**src/rtl/countdown_timer.sv**
```systemverilog
// Loadable down-counter with one-cycle terminal-count pulse.
// Expiry either parks at zero (one-shot) or reloads the captured start value (periodic).
module countdown_timer #(
  parameter int WIDTH = 4
) (
  input  logic             clk,
  input  logic             rst,
  input  logic             en,
  input  logic             load,
  input  logic [WIDTH-1:0] load_val,
  input  logic             auto_reload,
  output logic [WIDTH-1:0] count,
  output logic             busy,
  output logic             zero,
  output logic             tc_pulse
);

  typedef enum logic [1:0] {
    IDLE = 2'd0,
    RUN  = 2'd1,
    DONE = 2'd2
  } state_t;

  state_t           state_q, state_nxt;
  logic [WIDTH-1:0] count_q, count_nxt;
  logic [WIDTH-1:0] reload_q, reload_nxt;
  logic             tc_q, tc_nxt;

  function automatic logic [WIDTH-1:0] dec(input logic [WIDTH-1:0] v);
    return v - WIDTH'(1);
  endfunction

  always_ff @(posedge clk) begin
    if (rst) begin
      state_q  <= IDLE;
      count_q  <= '0;
      reload_q <= '0;
      tc_q     <= 1'b0;
    end else begin
      state_q  <= state_nxt;
      count_q  <= count_nxt;
      reload_q <= reload_nxt;
      tc_q     <= tc_nxt;
    end
  end

  always_comb begin
    state_nxt  = state_q;
    count_nxt  = count_q;
    reload_nxt = reload_q;
    tc_nxt     = 1'b0;
    if (load) begin
      count_nxt  = load_val;
      reload_nxt = load_val;
      state_nxt  = (load_val != '0) ? RUN : IDLE;
    end else begin
      case (state_q)
        RUN: begin
          if (en) begin
            if (count_q > WIDTH'(1)) begin
              count_nxt = dec(count_q);
            end else if (count_q == WIDTH'(1)) begin
              tc_nxt = 1'b1;
              if (auto_reload) begin
                count_nxt = reload_q;
              end else begin
                count_nxt = '0;
                state_nxt = DONE;
              end
            end else begin
              // A zero count in RUN cannot be reached; fall back to IDLE rather than wrap.
              state_nxt = IDLE;
            end
          end
        end
        IDLE, DONE: count_nxt = '0;
        default: begin
          state_nxt = IDLE;
          count_nxt = '0;
        end
      endcase
    end
  end

  assign count    = count_q;
  assign busy     = (state_q == RUN);
  assign zero     = (count_q == '0);
  assign tc_pulse = tc_q;

endmodule

```
**config.mk**
```make
export PLATFORM = sky130hd
export DESIGN_NAME = countdown_timer
export DESIGN_NICKNAME = d
export VERILOG_FILES = /design/src/rtl/countdown_timer.sv
export SDC_FILE = /design/constraint.sdc
export NUM_CORES = 1
export LEC_CHECK = 0
export CAP_MARGIN = 20
export CORE_AREA = 4 4 41 43
export CTS_CLUSTER_SIZE = 20
export DETAILED_ROUTE_END_ITERATION = 10
export DIE_AREA = 0 0 45 47
export DONT_BUFFER_PORTS = 1
export GPL_ROUTABILITY_DRIVEN = 0
export PLACE_DENSITY_LB_ADDON = 0.1
export SETUP_SLACK_MARGIN = 0.5
export SLEW_MARGIN = 40
export SYNTH_ARGS = -nofsm -noshare
export SYNTH_HDL_FRONTEND = slang
export SYNTH_SLANG_ARGS = --single-unit
```
**constraint.sdc**
```tcl
create_clock -name clk -period 1.7 [get_ports clk]
set_input_delay 0.255 -clock clk [delete_from_list [all_inputs] [get_ports clk]]
set_output_delay 0.255 -clock clk [all_outputs]
set_load 0.05 [all_outputs]
```
# Word-level counts from Yosys, hierarchy flattened
# Index checks and enable logic that the tools add are counted.
# Widths: inputs -> output; s select.
[totals]
regBits = 11
inputBits = 9
out_inout_bits = 7
wordCells = 37
[op_classes]
add_sub_neg = 1
order_cmp = 1
n_eq_ne = 8
n_mux = 14
bitwise_logic = 2
reduce_logical = 7
[ops]
columns = ["op", "count"]
rows = [
  ["$mux 4", 6],
  ["$mux 2", 5],
  ["$ne 3x3->1 const B", 2],
  ["$reduce_or 5->1", 1],
  ["$eq 4x1->1 const B", 1],
  ["$gt 4x1->1 const B", 1],
  ["$logic_not 4->1", 1],
  ["$ne 4x2->1 const B", 1],
  ["$ne 4x4->1 const B", 1],
  ["$pmux 2 s2", 1],
  ["$reduce_and 4->1", 1],
  ["$reduce_bool 4->1", 1],
  ["$sub 4x1->4 const B", 1],
  ["$eq 2x1->1 const B", 1],
  ["$eq 2x2->1 const B", 1],
  ["$logic_not 2->1", 1],
  ["$mux 1", 2],
  ["$ne 2x2->1 const B", 1],
  ["$not 1->1", 2],
  ["$reduce_and 2->1", 1],
  ["$reduce_or 2->1", 1],
]

# Depth between registers and ports, before layout
# Gate-level depths: netlist of run 1.
[logic_depth]
depth_word = 6
mapped_depth = 6
depth_no_buf = 6

# Least setup slack after synthesis of run 1
# OpenSTA, ideal clock, no wires.
[synth_timing]
path_kind = "register to register"
start = "register count_q[1] (netlist: count[1])"
end = "register count_q[0] (netlist: count[0])"
arrival_time_ns = 1.812
t_required_ns = 1.609
setup_slack_ns = -0.203
path_stages_with_launch = 7
period_less_slack_ns = 1.903
cell_sequence = "dfxtp_1 inv_1 ha_1 or2_4 a21oi_1 o21ai_1 a311oi_1"
[synth_between]
elab_chain_cells = 5
[synth_rtl]
columns = ["item", "line_no", "text"]
rows = [
  ["start, declared", "25", "logic [WIDTH-1:0] count_q, count_nxt;"],
  ["start signal, assigned", "41", "count_q <= count_nxt;"],
  ["$gt 4x1->1", "60", "if (count_q > WIDTH'(1)) begin"],
  ["$mux 4", "60", ""],
  ["$mux 4", "59", "if (en) begin"],
  ["$mux 4", "57", "case (state_q)"],
  ["$mux 4", "52", "if (load) begin"],
]
# Several ways; a longest one is shown, not always the timed one. The select of a mux whose other input is x is not followed.
# A chain may end at the register's enable or synchronous reset.

# Worst setup path after layout of run 1
[layout_timing]
start = "register count_q[0] (netlist: count[0])"
end = "register count_q[0] (netlist: count[0])"
[layout_between]
elab_chain_cells = 5
[layout_rtl]
columns = ["item", "line_no"]
rows = [
  ["$sub 4x1->4 or $gt 4x1->1 (tied branches)", "30, 60"],
  ["$mux 4", "60"],
  ["$mux 4", "59"],
  ["$mux 4", "57"],
  ["$mux 4", "52"],
]
# Several ways; a longest one is shown, not always the timed one. The select of a mux whose other input is x is not followed.

==> results of run 1 <==
## routing by layer
layer / track usage / wire, um
met5: 0 / 0
met4: 0.0585 / 0
met3: 0.0536 / 118
met2: 0.311 / 808
met1: 0.224 / 709
## final cells by class
class / instances / area [sq um]
multi-input cells: 57 / 462
flip-flops and latches: 11 / 236
fillers: 119 / 474
well taps: 15 / 18.8
inverters: 5 / 27.5
clock buffers: 4 / 26.3
repair buffers: 7 / 56.3
## kinds of logic after synthesis
group	after synthesis	synth area share
flops	11	0.355
buf+inv	7	0.0423
compound gates	27	0.274
simple gates	27	0.268
fa+ha+maj	3	0.0605
## synthesized netlist by cell type, drive strengths merged
| cell type | number |
|---|---|
| nor3b | 1 |
| a21oi | 12 |
| and2 | 1 |
| nor4b | 1 |
| a31oi | 1 |
| nand3 | 1 |
| o21ai | 5 |
| or2b | 1 |
| ha | 3 |
| o22ai | 1 |
| a311o | 1 |
| o31ai | 1 |
| or3b | 1 |
| or2 | 1 |
| dfxtp | 11 |
| o31a | 1 |
| nand2 | 4 |
| nor2 | 5 |
| and4 | 2 |
| o311a | 2 |
| nand2b | 6 |
| o41ai | 1 |
| a311oi | 2 |
| inv | 5 |
| clkbuf | 2 |
| nor4 | 1 |
| nor3 | 2 |
## per-stage QoR
step | power [mW] | util
finish | 0.675 | 0.636
global route | 0.715 | 0.636
CTS | 0.675 | 0.631
detailed placement | 0.465 | 0.537
global placement | 0.463 | 0.537
floorplan | 0.445 | -
## final timing paths
kind               startpoint  depth (start not counted)          end  slack [ps]
setup / recovery     count[0]                          6     count[0]         120
hold / removal            rst                          1     count[1]          40
hold reg to reg   reload_q[0]                          2  reload_q[0]         470
setup reg to reg     count[0]                          6     count[0]         120
## what timing repair did
item                       4_1_cts  5_1_grt
pin swaps                       11        5
hold endpoints to repair         0        0
setup buffers                    6        0
setup endpoints to repair        8        9
resized for setup               13        2
## power groups by stage
stage | Combinational [mW] | Sequential [mW] | Clock, mW
floorplan | 0.126 | 0.319 | 0
global placement | 0.148 | 0.315 | 0
detailed placement | 0.149 | 0.316 | 0
CTS | 0.183 | 0.311 | 0.181
global route | 0.206 | 0.313 | 0.196
finish | 0.188 | 0.311 | 0.176
## worst max-delay path, stage by stage, from the launching register on
cell      delay [ps]
dfxtp_4          500
inv_4             60
ha_4             170
or2_4            260
a21oi_2          130
o21ai_1           70
a311oi_1         290
## flip-flops by register name, summed over array words and instances, names as in the netlist
register,cells
count,4
reload_q,4
state_q,2
tc_pulse,1
==> flow_summary.ini, run 1 <==
[power_and_ir_drop]
p_leak_nw = 0.291
p_clk_frac = 0.261
switchingPower_mw = 0.227
switching_share = 0.336
combPwrFrac = 0.279
seq_power_share = 0.460
powerDensity_nw_per_um2 = 816
max-vdd-ir-drop_mv = 0.406
p_int_mw = 0.448

[final_layout]
syn_to_final_growth_pct = 33.3
final_common_cell = a21oi_1
antenna_cells = 0
most-common-layout-cells = a21oi_1 (9), buf_4 (6), dfxtp_1 (6), nand2b_1 (5)
layout.nets = 97
stdcell_area_sq_um = 827
final_cells = 99
layout-drive-gt1-share = 0.393

[logic_synthesis]
ys_seq_elements = 11
synthTopCellsByArea = dfxtp_1 (35%), a21oi_1 (9.7%), ha_1 (6.0%)
synth_top_cell_area_share = 0.355
ys_seq_area_frac = 0.355
yosysTopAreaCell = dfxtp_1
ys_warn_count = 0
syn_area_sq_um = 621
syn_inst = 75
synth_area_per_cell_sq_um = 8.27
synth_cell_types = 29
synth.net_count = 87

[route]
routed_via_density = 5.91
firstDrtPassIters = 4
first_iter_violations = 15
final_antenna_net_count = 0
routed_wl_mm = 1.64
num_vias = 585
wl_per_cell_um = 16.5
drc = 0

[clocking]
cts-buffers-inserted = 3
h-tree-depth = 1
cts.path.max_buffers = 2
cts.sinks = 11
cts_tree = yes
cts_hold_buf = 0
worstSkewPairLatency_ps = 260
cts_root_buf = clkbuf_4
clkTransAtPathRegs_ps = 70

[timing]
hold_viol = 0
worstMarginPinSlew_ps = 481
finalCritPeriodShare = 0.931
fin_crit_ps = 1580
slew_violations = 0
slew_headroom = 0.679
rsz0062_at_grt = yes
fin_worst_skew_ps = 5.60
worst_hold_slack_ps = 43.5
final.setup.tns_ps = 0
setup_slack_ps = 118
max_freq_ghz = 0.632
setup_viol = 0

[floorplanning]
die_area_sq_um = 2120
die_x_um = 45
rows = 13
start_util = 0.477
die-height_um = 47
io_pins = 16
core_sq_um = 1300

[worst_hold_path]
hold_path_class = in -> reg

[global_route]
grt_use_total = 0.183
grt_pass1_vias = 611
grt_max_degree = 14
overflow = 0
grt_antenna_before_repair = 0
grt_pass1_wl_mm = 2.82

[place]
port_buffers = 0
hpwlAfterDp_mm = 1.12
dp_slack_ps = 123
dpl_cell_area_sq_um = 698
dp_cells = 89

[setup_path]
critical_path_arrival_ps = 1750
critical_path.max_fanout = 7
setup.worst_path.class = reg -> reg
critPathRequiredTime_ps = 1860
worstSetupStartpointType = flop
end_kind = flop

[status]
status = finished clean

[job]
cap_violations = 0
(Power assumes the default switching activity.)
==> run 2, diff against run 1 <==
ABC_AREA = 1   (was unset)
CORE_AREA = unset   (was 4 4 41 43)
CORE_MARGIN = 4   (was unset)
CORE_UTILIZATION = 50   (was unset)
DIE_AREA = unset   (was 0 0 45 47)
==> run 2 against run 1 <==
Area after synthesis is 21% higher. Sequential power grew 4%. Clock-buffer cell count unchanged. Global-route usage rose by 1.1 points.
==> flow_summary.ini, run 2 <==
[final_layout]
multi_input_area_sq_um = 529
final.fill_count = 111
most-common-layout-cells = nand2_1 (38), nor2_1 (17), inv_1 (12), buf_4 (9)
layout.area.seq_sq_um = 231
antenna_cells = 0
stdcell_area_sq_um = 975
layout-drive-gt1-share = 0.338
final_common_cell = nand2_1
syn_to_final_growth_pct = 29.8
fin_util = 0.722
layout.nets = 149

[logic_synthesis]
synth_cell_types = 19
ys_top_cells_by_count = nand2_1 (41), nor2_1 (19), inv_1 (16), dfxtp_1 (11), nand3_1 (8)
synth_ff_type = dfxtp_1
synth_area_per_cell_sq_um = 6.15
ys_seq_area_frac = 0.293
syn_area_sq_um = 751
synth_top_cell_area_share = 0.293
synth_top_family_by_area = simple AND/OR/NAND/NOR gates
async_flop_share = 0
synth_enable_flop_cells = 0
synth_compound_area_frac = 0.0700
synth_simple_gate_area_share = 0.482
syn_inst = 122
synthXorXnorAreaFrac = 0
synth_fa_ha_area_frac = 0.0500
synthTopCellsByArea = dfxtp_1 (29%), nand2_1 (21%), nor2_1 (9.5%)
yosysTopAreaCell = dfxtp_1
synth_mux_area_frac = 0
yosys.cell_count.top_type = nand2_1
ys_seq_elements = 11
ys_warn_count = 0
synth.net_count = 134

[setup_path]
path_cells = inv_6, ha_4, o21ai_4, nand2_4, nand2_2, nand2_1, inv_1, nor2_1, nor2_1
worstSetupStartpointType = flop
end_kind = flop
rr_worst_depth = 9
crit_top_cell = nor2_1
critPathTopFamily = flip-flops
critPathRequiredTime_ps = 1900
critical_path_arrival_ps = 1720
path_depth = 9
critPathSlowestCell = dfxtp_4
cp.buffers_inverters = 2
setup.worst_path.class = reg -> reg
critical_path.max_fanout = 6
slowest_delay_ps = 480

[timing]
fin_crit_ps = 1520
rsz0062_at_grt = yes
worstMarginPinSlew_ps = 470
setup_slack_ps = 180
slew_headroom = 0.686
slew_violations = 0
finalCritPeriodShare = 0.894
max_freq_ghz = 0.658
final.setup.tns_ps = 0
hold_viol = 0
setup_viol = 0
fin_worst_skew_ps = 4.14

[route]
firstDrtPassIters = 4
final_antenna_net_count = 0
routed_wl_mm = 1.88
routed_via_density = 5.27
num_vias = 796
first_iter_violations = 25
drc = 0
wl_per_cell_um = 12.5

[worst_hold_path]
whs_path_depth = 1
hold_path_class = in -> reg

[status]
status = finished clean

[global_route]
grt_pass1_vias = 728
grt_max_degree = 9
grt_pass1_wl_mm = 3.02
overflow = 0
grt_antenna_before_repair = 0
grt_use_total = 0.195

[power_and_ir_drop]
max-vdd-ir-drop_mv = 0.628
powerDensity_nw_per_um2 = 857
p_clk_frac = 0.218
combPwrFrac = 0.397
switching_share = 0.400
p_leak_nw = 0.517
switchingPower_mw = 0.335
p_int_mw = 0.501
seq_power_share = 0.385

[floorplanning]
rows = 13
die_x_um = 46.8
die-height_um = 46.8
start_util = 0.556
io_pins = 16
core_sq_um = 1350
die_area_sq_um = 2190

[place]
hpwlAfterDp_mm = 1.32
dp_slack_ps = 242
dpl_cell_area_sq_um = 831
port_buffers = 0

[clocking]
worstSkewPairLatency_ps = 280
clkTransAtPathRegs_ps = 70
cts.path.max_buffers = 2
h-tree-depth = 1
cts-buffers-inserted = 3
cts_root_buf = clkbuf_4
cts.sinks = 11
cts_tree = yes

[job]
cap_violations = 0
run 2: cell types whose count changed in the layout (fill, tap and decap cells not counted), sizes merged, moves of 2 or more:
cell    previous run  this run
buf                7        11
nand2b             6         0
and4               2         0
inv                4        18
o311a              2         0
nor2               5        23
a21oi             12         7
nand3              1         9
o21ai              5         2
nand4              0         2
nand2              4        45
a311oi             2         0
run 2: worst paths after layout:
check	from	to	slack, ps
setup / recovery	count[1]	count[3]	180
hold / removal	rst	reload_q[2]	30
setup reg to reg	count[1]	count[3]	180
hold reg to reg	reload_q[3]	reload_q[3]	460
run 2: area by class of cell:
type                    count  share of cell area
multi-input cells          92               0.543
flip-flops and latches     11               0.237
repair buffers             11              0.0963
inverters                  18              0.0770
clock buffers               4              0.0270
well taps                  15              0.0193
run 2: worst register-to-register path, cell delays in order (launching register included):
cell	delay, ps
dfxtp_4	480
inv_6	80
ha_4	180
o21ai_4	260
nand2_4	120
nand2_2	70
nand2_1	50
inv_1	50
nor2_1	40
nor2_1	130
run 2: kinds of logic (layout without fill, tap and decap cells):
group                    count (synthesis)  in the layout
buffers and inverters                   19             33
AND/OR/NAND/NOR                         80             80
adder cells (fa/ha/maj)                  3              3
flip-flops                              11             11
AO/OA/AOI/OAI                            9              9
run 2: timing repair:
item | in CTS | in global routing
setup buffers | 7 | 1
pin swaps | 7 | 9
hold buffers | 0 | 0
gates resized for setup | 12 | 4
setup endpoints to repair | 8 | 9
run 2: stage by stage:
| step | cells | power [mW] | hold slack (ps) |
|---|---|---|---|
| 6_report | 151 | 0.835 | 33.7 |
| 5_1_grt | 151 | 0.891 | 23.3 |
| 4_1_cts | 150 | 0.826 | 24.0 |
| 3_5_place_dp | 139 | 0.591 | 328 |
| 3_3_place_gp | 139 | 0.589 | 325 |
| 2_1_floorplan | 122 | 0.548 | 324 |
run 2: power by group through the flow:
| stage | clock network, mW | registers (mW) | logic (mW) |
|---|---|---|---|
| global route | 0.206 | 0.325 | 0.359 |
| finish | 0.182 | 0.322 | 0.332 |
| CTS | 0.191 | 0.320 | 0.315 |
| global placement | 0 | 0.324 | 0.265 |
| floorplan | 0 | 0.337 | 0.211 |
| detailed placement | 0 | 0.324 | 0.267 |
run 2: layer usage:
metal / global-route usage / share of wire
met3: 0.0690 / 0.083
met1: 0.228 / 0.41
met5: 0 / 0
met2: 0.327 / 0.49
met4: 0.0718 / 0.022
